File: config.mk
export PLATFORM = sky130hd
export DESIGN_NAME = clkfwd_gen_flat
export DESIGN_NICKNAME = d
export VERILOG_FILES = /design/src/rtl/clkfwd_gen_pkg.sv /design/src/rtl/clkfwd_gen_if.sv /design/src/rtl/clkfwd_chan.sv /design/src/rtl/clkfwd_gen.sv /design/src/flat_wrapper.sv
export SDC_FILE = /design/constraint.sdc
export NUM_CORES = 1
export LEC_CHECK = 0
export ABC_CLOCK_PERIOD_IN_PS = 4700
export CORE_ASPECT_RATIO = 0.75
export CORE_MARGIN = 3
export CORE_UTILIZATION = 61
export CTS_BUF_LIST = sky130_fd_sc_hd__clkbuf_2 sky130_fd_sc_hd__clkbuf_4 sky130_fd_sc_hd__clkbuf_8
export DETAILED_ROUTE_END_ITERATION = 10
export PLACE_DENSITY = 0.79
export SKIP_CTS_REPAIR_TIMING = 1
export SLEW_MARGIN = 20
export SYNTH_ARGS = -nofsm -noshare
export SYNTH_HDL_FRONTEND = slang
export SYNTH_SLANG_ARGS = --single-unit
File: constraint.sdc
create_clock -name clk -period 4.7 [get_ports clk]
set_clock_uncertainty 0.1 [all_clocks]
set_input_delay 0.47 -clock clk [delete_from_list [all_inputs] [get_ports clk]]
set_output_delay 0.47 -clock clk [all_outputs]
set_load 0.02 [all_outputs]
File: src/rtl/clkfwd_gen_pkg.sv
// Shared types and defaults for the forwarded-clock generator.
// Channel FSM encoding and the post-reset divide ratio.
package clkfwd_gen_pkg;

  typedef enum logic [1:0] {
    ST_IDLE     = 2'd0,
    ST_RUN      = 2'd1,
    ST_STOPPING = 2'd2
  } chan_st_e;

  localparam int DIV_RST_DEF = 2;

endpackage

File: src/rtl/clkfwd_gen_if.sv
// Control and DDR-pattern bus of the forwarded-clock generator.
// master drives run requests and divide ratios; slave returns the patterns.
interface clkfwd_gen_if #(
  parameter int CHANNELS = 4,
  parameter int DIVW     = 8
);
  logic [CHANNELS-1:0]      en;
  logic [CHANNELS*DIVW-1:0] div;
  logic                     load;
  logic                     busy;
  logic [CHANNELS-1:0]      running;
  logic [CHANNELS-1:0]      q_rise;
  logic [CHANNELS-1:0]      q_fall;
  logic [CHANNELS-1:0]      sync;

  modport master (output en, div, load, input busy, running, q_rise, q_fall, sync);
  modport slave  (input en, div, load, output busy, running, q_rise, q_fall, sync);
endinterface

File: src/rtl/clkfwd_chan.sv
// One forwarded-clock channel: half-cycle phase counter, run/stop FSM, shadow divide ratio.
// Outputs are registered one cycle after the state they describe; start/stop/ratio act only at period boundaries.
module clkfwd_chan
  import clkfwd_gen_pkg::*;
#(
  parameter int DIVW    = 8,
  parameter int DIV_RST = DIV_RST_DEF
) (
  input  logic            clk,
  input  logic            rst_n,
  input  logic            en,
  input  logic [DIVW-1:0] div,
  input  logic            load,
  output logic            pend,
  output logic            running,
  output logic            q_rise,
  output logic            q_fall,
  output logic            sync
);
  localparam int PW = DIVW + 1;

  chan_st_e        st_q, st_d;
  logic [PW-1:0]   p_q, p_d;
  logic [DIVW-1:0] n_q, n_d, shadow_q, shadow_d;
  logic            pend_q, pend_d;
  logic            rise_q, rise_d, fall_q, fall_d, sync_q, sync_d, run_q, run_d;

  logic [PW-1:0]   n2, p_inc;
  logic [DIVW-1:0] n_eff, n_next;
  logic            boundary;

  // p is always even, so p+2 never exceeds 2N and p+1 never wraps.
  assign n2       = {n_q, 1'b0};
  assign p_inc    = p_q + PW'(2);
  assign boundary = (p_inc >= n2);
  assign n_eff    = pend_q ? shadow_q : n_q;
  assign n_next   = load ? div : n_eff;

  always_comb begin
    st_d     = st_q;
    p_d      = p_q;
    n_d      = n_q;
    shadow_d = load ? div : shadow_q;
    pend_d   = pend_q | load;
    rise_d   = 1'b0;
    fall_d   = 1'b0;
    sync_d   = 1'b0;
    run_d    = 1'b0;
    if (st_q == ST_IDLE) begin
      p_d    = '0;
      n_d    = n_eff;
      pend_d = load;
      if (en && (n_eff != '0)) st_d = ST_RUN;
    end else begin
      run_d  = 1'b1;
      rise_d = (p_q < PW'(n_q));
      fall_d = ((p_q + PW'(1)) < PW'(n_q));
      sync_d = (p_q == '0);
      if (boundary) begin
        // Pending (or same-cycle) ratio takes over; N=0 parks the channel.
        p_d    = '0;
        n_d    = n_next;
        pend_d = 1'b0;
        st_d   = (en && (n_next != '0)) ? ST_RUN : ST_IDLE;
      end else begin
        p_d  = p_inc;
        st_d = en ? ST_RUN : ST_STOPPING;
      end
    end
  end

  always_ff @(posedge clk or negedge rst_n) begin
    if (!rst_n) begin
      st_q     <= ST_IDLE;
      p_q      <= '0;
      n_q      <= DIVW'(DIV_RST);
      shadow_q <= DIVW'(DIV_RST);
      pend_q   <= 1'b0;
      rise_q   <= 1'b0;
      fall_q   <= 1'b0;
      sync_q   <= 1'b0;
      run_q    <= 1'b0;
    end else begin
      st_q     <= st_d;
      p_q      <= p_d;
      n_q      <= n_d;
      shadow_q <= shadow_d;
      pend_q   <= pend_d;
      rise_q   <= rise_d;
      fall_q   <= fall_d;
      sync_q   <= sync_d;
      run_q    <= run_d;
    end
  end

  assign pend    = pend_q;
  assign running = run_q;
  assign q_rise  = rise_q;
  assign q_fall  = fall_q;
  assign sync    = sync_q;

endmodule

File: src/rtl/clkfwd_gen.sv
// Multi-channel forwarded-clock pattern generator feeding external DDR output cells.
// Per channel: registered rise/fall bits, divide ratio changes applied glitch-free at period boundaries.
module clkfwd_gen
  import clkfwd_gen_pkg::*;
#(
  parameter int CHANNELS = 4,
  parameter int DIVW     = 8,
  parameter int DIV_RST  = DIV_RST_DEF
) (
  input  logic         clk,
  input  logic         rst_n,
  clkfwd_gen_if.slave  bus
);
  logic [CHANNELS-1:0] pend;

  for (genvar i = 0; i < CHANNELS; i++) begin : g_chan
    clkfwd_chan #(
      .DIVW    (DIVW),
      .DIV_RST (DIV_RST)
    ) u_chan (
      .clk     (clk),
      .rst_n   (rst_n),
      .en      (bus.en[i]),
      .div     (bus.div[i*DIVW +: DIVW]),
      .load    (bus.load),
      .pend    (pend[i]),
      .running (bus.running[i]),
      .q_rise  (bus.q_rise[i]),
      .q_fall  (bus.q_fall[i]),
      .sync    (bus.sync[i])
    );
  end

  assign bus.busy = |pend;

endmodule

File: src/flat_wrapper.sv
// flat-port wrapper written by rule: the top's interface ports become plain ports
module clkfwd_gen_flat import clkfwd_gen_pkg::*;
#(
  parameter int CHANNELS = 4,
  parameter int DIVW     = 8,
  parameter int DIV_RST  = DIV_RST_DEF
)
  (clk, rst_n, bus_en, bus_div, bus_load, bus_busy, bus_running, bus_q_rise, bus_q_fall, bus_sync);
  clkfwd_gen_if #(.CHANNELS(CHANNELS), .DIVW(DIVW)) bus_i ();
  input  logic clk;
  input  logic rst_n;
  input wire logic [$bits(bus_i.en)-1:0] bus_en;
  input wire logic [$bits(bus_i.div)-1:0] bus_div;
  input wire logic [$bits(bus_i.load)-1:0] bus_load;
  output wire logic [$bits(bus_i.busy)-1:0] bus_busy;
  output wire logic [$bits(bus_i.running)-1:0] bus_running;
  output wire logic [$bits(bus_i.q_rise)-1:0] bus_q_rise;
  output wire logic [$bits(bus_i.q_fall)-1:0] bus_q_fall;
  output wire logic [$bits(bus_i.sync)-1:0] bus_sync;
  assign bus_i.en = bus_en;
  assign bus_i.div = bus_div;
  assign bus_i.load = bus_load;
  assign bus_busy = bus_i.busy;
  assign bus_running = bus_i.running;
  assign bus_q_rise = bus_i.q_rise;
  assign bus_q_fall = bus_i.q_fall;
  assign bus_sync = bus_i.sync;
  clkfwd_gen #(.CHANNELS(CHANNELS), .DIVW(DIVW), .DIV_RST(DIV_RST)) u_core (.clk(clk), .rst_n(rst_n), .bus(bus_i));
endmodule
# Word level (Yosys, flattened, before mapping)
# Cells that the tools add are included.
# W data, S select, Z words.
dict set report totals {
  regBits 128
  input_bits 39
  output_inout_bits 17
  word_cells 161
}
dict set report op_classes {
  n_addsub 8
  magnitude_cmp 12
  n_eq_ne 4
  n_mux 68
  n_bitwise 4
  reduce_logical 29
}
# cell count
set op_table {}
lappend op_table {{$mux W8} 16}
lappend op_table {{$lt A9 B8 Y1} 8}
lappend op_table {{$mux W9} 8}
lappend op_table {{$reduce_bool A8 Y1} 8}
lappend op_table {{$add A9 B1 Y9 const B} 4}
lappend op_table {{$add A9 B2 Y9 const B} 4}
lappend op_table {{$ge A9 B9 Y1} 4}
lappend op_table {{$logic_not A9 Y1} 4}
lappend op_table {{$mux W2} 16}
lappend op_table {{$mux W1} 28}
lappend op_table {{$logic_and A1 B1 Y1} 8}
lappend op_table {{$logic_not A2 Y1} 4}
lappend op_table {{$ne A2 B1 Y1 const B} 4}
lappend op_table {{$reduce_bool A2 Y1} 4}
lappend op_table {{$or A1 B1 Y1} 4}
lappend op_table {{$reduce_or A4 Y1} 1}

# Logic depth before layout (Yosys ltp)
# Gate-level depths: netlist of the first run.
dict set report logic_depth {
  ltp_word 7
  mapped_depth 12
  ltp_nobuf 11
}

# Modules after synthesis
# From an unflattened synthesis of the first run, not the netlist that was laid out.
dict set report unflattened {
  cells_unflattened 793
  hier_area_um2 8264.2
}
# mod instances cells_per_inst area_each_um2 seq_area_each_um2
set modules_own_cells {}
lappend modules_own_cells {{clkfwd_chan (u_core.g_chan[1].u_chan ...)} 2 198 2063.2 778.2}
lappend modules_own_cells {{clkfwd_chan (u_core.g_chan[3].u_chan)} 1 199 2068.2 778.2}
lappend modules_own_cells {{clkfwd_chan (u_core.g_chan[0].u_chan)} 1 197 2062.0 778.2}
lappend modules_own_cells {clkfwd_gen 1 1 7.5 0.0}

# Worst setup path after synthesis of the first run
# No wires, ideal clock.
dict set report synth_timing {
  path_kind {reg2reg}
  start {register u_core.g_chan[3].u_chan.p_q[1]}
  end {register u_core.g_chan[3].u_chan.st_q[0]}
  setup_time_ns 0.123
  arrival_ns 2.396
  slack_ns 2.082
  path_stages_with_launch 12
  path_buffers 1
  cell_sequence {dfrtp_1 ha_1 nand3_1 nor2_1 xor2_1 ha_1 nand4_1 o31ai_4 and2_2 clkbuf_1 nand2_1 o221a_2}
}
dict set report synth_between {
  elab_chain_len 4
}
# element line_no
set synth_rtl {}
lappend synth_rtl {{start: declaration} clkfwd_chan.sv:23} ;# logic [PW-1:0] p_q, p_d;
lappend synth_rtl {{start signal: assignment} clkfwd_chan.sv:85} ;# p_q <= p_d;
lappend synth_rtl {{$add A9 B2 Y9} clkfwd_chan.sv:34} ;# assign p_inc = p_q + PW'(2);
lappend synth_rtl {{$ge A9 B9 Y1} clkfwd_chan.sv:35} ;# assign boundary = (p_inc >= n2);
lappend synth_rtl {{$mux W2} clkfwd_chan.sv:59} ;# if (boundary) begin
lappend synth_rtl {{$mux W2} clkfwd_chan.sv:49} ;# if (st_q == ST_IDLE) begin
lappend synth_rtl {{end signal: assignment} clkfwd_chan.sv:84} ;# st_q <= st_d;
lappend synth_rtl {{end: declaration} clkfwd_chan.sv:22} ;# chan_st_e st_q, st_d;
# Every way passes these cells.
# A chain may end at the register's enable or synchronous reset.

# Worst setup path in the final report of the first run
dict set report layout_timing {
  start {register u_core.g_chan[0].u_chan.p_q[1]}
  end {register u_core.g_chan[0].u_chan.n_q[4]}
}
dict set report layout_between {
  elab_chain_len 3
}
# element line_no
set layout_rtl {}
lappend layout_rtl {{start: declaration} clkfwd_chan.sv:23}
lappend layout_rtl {{start signal: assignment} clkfwd_chan.sv:85}
lappend layout_rtl {{$add A9 B2 Y9} clkfwd_chan.sv:34}
lappend layout_rtl {{$ge A9 B9 Y1} clkfwd_chan.sv:35}
lappend layout_rtl {{$reduce_bool A2 Y1 (no line)} n/a}
lappend layout_rtl {{end signal: assignment} clkfwd_chan.sv:76} ;# n_q <= DIVW'(DIV_RST);
lappend layout_rtl {{end signal: assignment} clkfwd_chan.sv:86} ;# n_q <= n_d;
lappend layout_rtl {{end: declaration} clkfwd_chan.sv:24} ;# logic [DIVW-1:0] n_q, n_d, shadow_q, shadow_d;
# Every way passes these cells.

==> results of run 1 <==
power by group through the flow:
| stage | logic (W) | registers (W) | clock network [W] |
|---|---|---|---|
| CTS | 0.00163 | 0.00161 | 0.00100 |
| detailed placement | 0.00161 | 0.00162 | 0 |
| global route | 0.00183 | 0.00165 | 0.00106 |
| finish | 0.00163 | 0.00162 | 0.000991 |
| floorplan | 0.00130 | 0.00149 | 0 |
| global placement | 0.00151 | 0.00160 | 0 |
sequential cells by signal, indices dropped and copies added (netlist names), 8 cells and up:
register                       cells
u_core.g_chan.u_chan.n_q          32
u_core.g_chan.u_chan.p_q          32
u_core.g_chan.u_chan.shadow_q     32
u_core.g_chan.u_chan.st_q          8
how the worst min path moves through the flow:
stage | to | slack (ns) | cells after the start
detailed placement | u_core.g_chan[0].u_chan.q_fall | 0.41 | 1
CTS | u_core.g_chan[0].u_chan.sync | -0.05 | 1
finish | u_core.g_chan[0].u_chan.shadow_q[5] | 0.39 | 3
global route | u_core.g_chan[0].u_chan.shadow_q[2] | 0.41 | 2
global placement | u_core.g_chan[2].u_chan.shadow_q[6] | 0.38 | 1
floorplan | u_core.g_chan[0].u_chan.n_q[0] | 0.07 | 0
synth_stat cells, types with 3 or more instances:
cell type,n
or4_1,4
a211oi_1,7
inv_1,45
nand2_1,55
o22ai_1,5
o21a_1,25
clkbuf_1,28
a22oi_1,10
and2b_2,7
o221a_1,5
a31oi_1,3
nand3_1,25
o2bb2ai_1,3
xor2_1,12
nand4_1,6
mux2i_1,33
a21oi_1,29
dfrtp_1,116
and3_1,19
nor3_1,10
nor4_1,22
a221o_1,11
nor2_1,60
buf_2,11
o211ai_1,10
a221oi_1,3
o21ai_0,42
xnor2_1,12
nor2b_1,12
dfstp_2,8
or3_1,4
nand2b_1,11
a2111oi_2,3
o41ai_1,3
ha_1,92
mux2_2,21
buf_1,3
buf_4,17
cells in the final DEF (no fill, tap or decap), types with 6 or more instances in the layout:
cell type	instances
o211ai_1	10
dfstp_2	8
nor2_1	60
dfrtp_1	116
and3_1	19
a22oi_1	10
nand4_1	6
o21ai_0	42
a211oi_1	7
nor4_1	22
nand2_1	55
nor3_1	10
and2b_2	7
nand3_1	25
xnor2_1	12
ha_1	92
clkdlybuf4s50_1	53
a221o_1	11
o21a_1	25
xor2_1	12
mux2i_1	33
nand2b_1	11
nor2b_1	12
clkbuf_8	24
a21oi_1	29
inv_1	45
mux2_2	21
area by class of cell:
class                           instances  area (um2)  share of cell area
Clock inverter                          6        80.1             0.00897
Multi-Input combinational cell        587        4420               0.495
Sequential cell                       124        3110               0.349
Timing Repair Buffer                   60         583              0.0653
Clock buffer                           26         345              0.0387
Inverter                               48         180              0.0202
Tap cell                              166         208              0.0233
critical path, stage by stage, from the launching register on:
cell     delay [ns]
dfrtp_1        0.49
and3_1         0.21
nand3_1        0.11
nor2_1         0.16
xor2_1         0.21
ha_1           0.31
a21oi_1        0.17
nand3_1        0.11
nor2_1         0.29
nand2_1        0.20
o21ai_1        0.38
a221o_1        0.26
kinds of logic (layout without fill, tap and decap cells):
family | after synthesis | in the layout | synth area share
buf+inv | 109 | 140 | 0.0625
flops | 124 | 124 | 0.388
mux | 55 | 55 | 0.0723
fa+ha+maj | 92 | 92 | 0.143
simple gates | 240 | 240 | 0.150
compound gates | 176 | 176 | 0.158
xor+xnor | 24 | 24 | 0.0262
metal layers:
metal / vias to the layer above / global-route usage / routed length (um)
met3: 30 / 0.0444 / 1180
met1: 3095 / 0.376 / 8480
met4: 0 / 0.0811 / 253
met5: - / 0 / 0
li1: 2989 / - / -
met2: 267 / 0.405 / 8600
metrics by stage:
stage | cell area [um2] | total power [W]
global placement | 8490 | 0.00312
global route | 8930 | 0.00454
floorplan | 8030 | 0.00279
CTS | 8920 | 0.00424
finish | 8930 | 0.00424
detailed placement | 8490 | 0.00323
==> results.sh, run 1 <==
export IMPL_power_leakage_nw=4.28
export IMPL_final_core_util=0.710
export IMPL_cts_tree="yes"
export IMPL_path_clk_slew_ns=0.07
export IMPL_setup_ws_ns=1.62
export IMPL_synth_edff_count=0
export IMPL_io_pins=56
export IMPL_avgSynthCellArea_um2=9.79
export IMPL_drv_cap=0
export IMPL_final_nets=969
export IMPL_grt_pass1_vias=6335
export IMPL_cts_max_level=4
export IMPL_clkLatencyLatePin_ns=0.43
export IMPL_critical_path_class="reg2reg"
export IMPL_start_kind="flip-flop"
export IMPL_antenna_found_initial=0
export IMPL_rows=35
export IMPL_die_area_mm2=0.0146
export IMPL_vias=6381
export IMPL_grt_max_degree=48
export IMPL_synthTopCellsByArea="dfrtp_1, ha_1, mux2i_1, mux2_2, nor2_1"
export IMPL_p_seq_frac=0.382
export IMPL_cp_endpoint="u_core.g_chan[0].u_chan.n_q[4]"
export IMPL_ys_ff_latch=124
export IMPL_dp_slack_ns=1.74
export IMPL_start_util=0.639
export IMPL_slew_violations=0
export IMPL_holdCritStartpoint="bus_load"
export IMPL_io_buffer_count=55
export IMPL_hold_path_class="in2reg"
export IMPL_final_setup_viol_count=0
export IMPL_die_height_um=105
export IMPL_min_period_over_period=0.655
export IMPL_grt_pass1_wl_mm=31.4
export IMPL_slew_headroom=0.444
export IMPL_p_int_w=0.00266
export IMPL_rr_worst_depth=11
export IMPL_cp_arrival_ns=3.35
export IMPL_ys_dominant_reg_cell="dfrtp_1"
export IMPL_dp_cells=984
export IMPL_power_density_mw_per_mm2=475
export IMPL_synth_top_area_cell="dfrtp_1"
export IMPL_avgRoutedWirePerCell_um=18.2
export IMPL_clock_sink_count=124
export IMPL_first_iter_violations=527
export IMPL_clockBufferDepth=2
export IMPL_peakVddDrop_mv=0.239
export IMPL_switching_share=0.374
export IMPL_cp_required_ns=4.97
export IMPL_yosys_warnings=0
export IMPL_hold_ws_ns=0.387
export IMPL_rrSetupSlack_ns=1.62
export IMPL_dp_hpwl_mm=13.6
export IMPL_reg2reg_from="u_core.g_chan[0].u_chan.p_q[1]"
export IMPL_routed_wl_mm=18.5
export IMPL_instances_no_fill=1017
export IMPL_hold_violations=0
export IMPL_fin_tns_setup_ns=0
export IMPL_worstMarginPinSlew_ns=0.833
export IMPL_drc=0
export IMPL_r2r_end="u_core.g_chan[0].u_chan.n_q[4]"
export IMPL_outcome="completed"
export IMPL_fp_coreArea_mm2=0.0126
export IMPL_switchingPower_w=0.00158
export IMPL_critPathLaunch="u_core.g_chan[0].u_chan.p_q[1]"
export IMPL_synth_cell_types=60
export IMPL_firstDrtPassIters=5
export IMPL_cts_inserted_buffers=17
export IMPL_synth_top_area_frac=0.361
export IMPL_period_needed_ns=3.08
export IMPL_track_usage=0.261
export IMPL_n_antenna_cell=0
export IMPL_die_w_um=138
export IMPL_vias_per_cell=6.27
export IMPL_seq_area_frac_synth=0.388
export IMPL_nFillCells=881
export IMPL_ant_nets=0
export IMPL_max_freq_ghz=0.325
export IMPL_area_growth_pct=11.1
export IMPL_synthArstFlopShare=1.00
export IMPL_critPathMaxFanout=8
export IMPL_syn_inst=820
export IMPL_pwr_share_comb=0.385
export IMPL_crit_path_end_kind="flip-flop"
export IMPL_synth_fp_nets=951
export IMPL_grt_setup_unrepaired="no"
export IMPL_gr_total_overflow=0
export IMPL_drive_above_1_share=0.108
export IMPL_syn_area_mm2=0.00803
export IMPL_share_clk_of_total_power=0.234
export IMPL_cts_root_buf="clkbuf_8"
export IMPL_gp_congestion=0.899
(Power assumes the default switching activity.)
==> inputs of run 2 (changes only) <==
--- a/config.mk
+++ b/config.mk
@@ -5,13 +5,13 @@
 export SDC_FILE = /design/constraint.sdc
 export NUM_CORES = 1
 export LEC_CHECK = 0
-export ABC_CLOCK_PERIOD_IN_PS = 4700
+export ABC_CLOCK_PERIOD_IN_PS = 2500
 export CORE_ASPECT_RATIO = 0.75
 export CORE_MARGIN = 3
-export CORE_UTILIZATION = 61
+export CORE_UTILIZATION = 56
 export CTS_BUF_LIST = sky130_fd_sc_hd__clkbuf_2 sky130_fd_sc_hd__clkbuf_4 sky130_fd_sc_hd__clkbuf_8
 export DETAILED_ROUTE_END_ITERATION = 10
-export PLACE_DENSITY = 0.79
+export PLACE_DENSITY = 0.76
 export SKIP_CTS_REPAIR_TIMING = 1
 export SLEW_MARGIN = 20
 export SYNTH_ARGS = -nofsm -noshare
==> constraint.sdc (replaced) <==
create_clock -name clk -period 2.5 [get_ports clk]
set_clock_uncertainty 0.1 [all_clocks]
set_input_delay 0.25 -clock clk [delete_from_list [all_inputs] [get_ports clk]]
set_output_delay 0.25 -clock clk [all_outputs]
set_load 0.02 [all_outputs]
==> run 2 against run 1 <==
Compared with the run above:
- the flow now finishes with violations (setup timing)
- final area up 11%
- register-to-register slack worse by 1.8 ns
- fmax up 15%
- count of clock-buffer cells in the layout up 1
- routed wire length up 12%
- clock power up 92%
- highest routed layer unchanged
==> results.sh, run 2 (same netlist as run 1, synthesis figures left out) <==
export IMPL_drv_cap=0
export IMPL_rr_worst_depth=11
export IMPL_power_density_mw_per_mm2=872
export IMPL_min_period_over_period=1.07
export IMPL_io_pins=56
export IMPL_cts_root_buf="clkbuf_8"
export IMPL_grt_pass1_vias=6596
export IMPL_hold_path_class="in2async"
export IMPL_reg_largest_list="u_core.g_chan.u_chan.n_q: 32 flops, u_core.g_chan.u_chan.p_q: 32 flops, u_core.g_chan.u_chan.shadow_q: 32 flops"
export IMPL_critical_path_class="reg2reg"
export IMPL_die_area_mm2=0.0158
export IMPL_setup_ws_ns=-0.183
export IMPL_final_common_cell="dfrtp_1"
export IMPL_dp_hpwl_mm=14.2
export IMPL_cts_inserted_buffers=17
export IMPL_rows=37
export IMPL_cp_required_ns=2.72
export IMPL_cts_tree="yes"
export IMPL_grt_setup_unrepaired="yes"
export IMPL_vias=6714
export IMPL_gp_congestion=0.896
export IMPL_die_height_um=110
export IMPL_area_growth_pct=23.0
export IMPL_first_iter_violations=465
export IMPL_firstDrtPassIters=6
export IMPL_avgRoutedWirePerCell_um=19.0
export IMPL_start_util=0.578
export IMPL_routed_wl_mm=20.7
export IMPL_fin_tns_setup_ns=-3.60
export IMPL_clkLatencyLatePin_ns=0.45
export IMPL_outcome="complete, but fails checks"
export IMPL_critPathMaxFanout=7
export IMPL_peakVddDrop_mv=0.551
export IMPL_crit_path_end_kind="flip-flop"
export IMPL_grt_pass1_wl_mm=32.0
export IMPL_clockBufferDepth=2
export IMPL_max_freq_ghz=0.373
export IMPL_io_buffer_count=55
export IMPL_cp_arrival_ns=2.91
export IMPL_period_needed_ns=2.68
export IMPL_worstMarginPinSlew_ns=0.812
export IMPL_track_usage=0.254
export IMPL_violations="setup timing"
export IMPL_cts_max_level=4
export IMPL_clock_sink_count=124
export IMPL_drc=0
export IMPL_gr_total_overflow=0
export IMPL_hold_violations=0
export IMPL_antenna_found_initial=0
export IMPL_slew_headroom=0.457
export IMPL_final_cell_mix="dfrtp_1, ha_1, buf_4, clkdlybuf4s50_1, nand2_1"
export IMPL_vias_per_cell=6.18
export IMPL_drive_above_1_share=0.232
export IMPL_slew_violations=0
export IMPL_n_antenna_cell=0
export IMPL_ant_nets=0
export IMPL_start_kind="flip-flop"
export IMPL_final_setup_viol_count=45
export IMPL_final_nets=1030
export IMPL_fp_coreArea_mm2=0.0139
export IMPL_grt_max_degree=47
export IMPL_final_core_util=0.711
export IMPL_die_w_um=144
export IMPL_path_clk_slew_ns=0.07
export IMPL_power_leakage_nw=4.65
[run 2: changes by cell type in the layout (fill, tap and decap cells not counted), moves of 7 or more]
| cell | before | now |
|---|---|---|
| buf_4 | 5 | 57 |
| nand3_2 | 0 | 7 |
| nor2_4 | 0 | 7 |
| nor2_1 | 60 | 50 |
| ha_1 | 92 | 85 |
| nand3_1 | 25 | 15 |
[run 2: power breakdown]
group | internal (W) | leakage (nW) | switching [W]
logic | 0.00181 | 2.93 | 0.00200
clock network | 0.00109 | 0.224 | 0.000805
registers | 0.00245 | 1.50 | 0.000451
total | 0.00536 | 4.65 | 0.00326
[run 2: per-stage QoR]
stage	power, W	instance area, um2	hold WS (ns)	setup WS, ns	cells
after floorplan	0.00524	8040	-0.146	0.00148	820
after global placement	0.00614	8950	0.170	-0.00815	1047
after detailed placement	0.00634	8950	0.177	-0.179	1047
after CTS	0.00827	9380	-0.309	-0.218	1079
after global routing	0.00918	9880	0.258	-0.322	1087
final	0.00862	9880	0.227	-0.183	1087
[run 2: final cells by class]
type | count | area (um2)
Tap cell | 175 | 219
Fill cell | 989 | 4010
Clock buffer | 27 | 347
Multi-Input combinational cell | 588 | 4850
Sequential cell | 124 | 3110
Clock inverter | 5 | 78.8
Inverter | 48 | 180
Timing Repair Buffer | 120 | 1100
[run 2: critical path, cell delays in order, from the launching register on]
cell and delay, ns:
dfrtp_1 0.41, and3_4 0.21, nand3_2 0.10, nor2_2 0.13, xor2_1 0.23, ha_1 0.24, and3_4 0.22, o211ai_1 0.13
o21ai_4 0.28, nand2_1 0.16, nor4_2 0.28, nor2_1 0.07
[run 2: worst paths after layout]
kind                                                startpoint                             endpoint  slack [ns]
max reg2reg                     u_core.g_chan[2].u_chan.p_q[1]      u_core.g_chan[2].u_chan.st_q[0]       -0.18
min reg2reg                u_core.g_chan[2].u_chan.shadow_q[6]  u_core.g_chan[2].u_chan.shadow_q[6]        0.41
max in group asynchronous                                rst_n  u_core.g_chan[2].u_chan.shadow_q[1]        1.37
min                                                      rst_n         u_core.g_chan[0].u_chan.sync        0.23
min in group clk                                      bus_load  u_core.g_chan[0].u_chan.shadow_q[3]        0.25
max                             u_core.g_chan[2].u_chan.p_q[1]      u_core.g_chan[2].u_chan.st_q[0]       -0.18
[run 2: metal layers]
| layer | GRT usage | vias up | routed length (um) |
|---|---|---|---|
| met2 | 0.393 | 266 | 9920 |
| met4 | 0.0719 | 0 | 442 |
| met5 | 0 | - | 0 |
| met3 | 0.0635 | 48 | 1230 |
| met1 | 0.356 | 3295 | 9070 |
| li1 | - | 3105 | - |
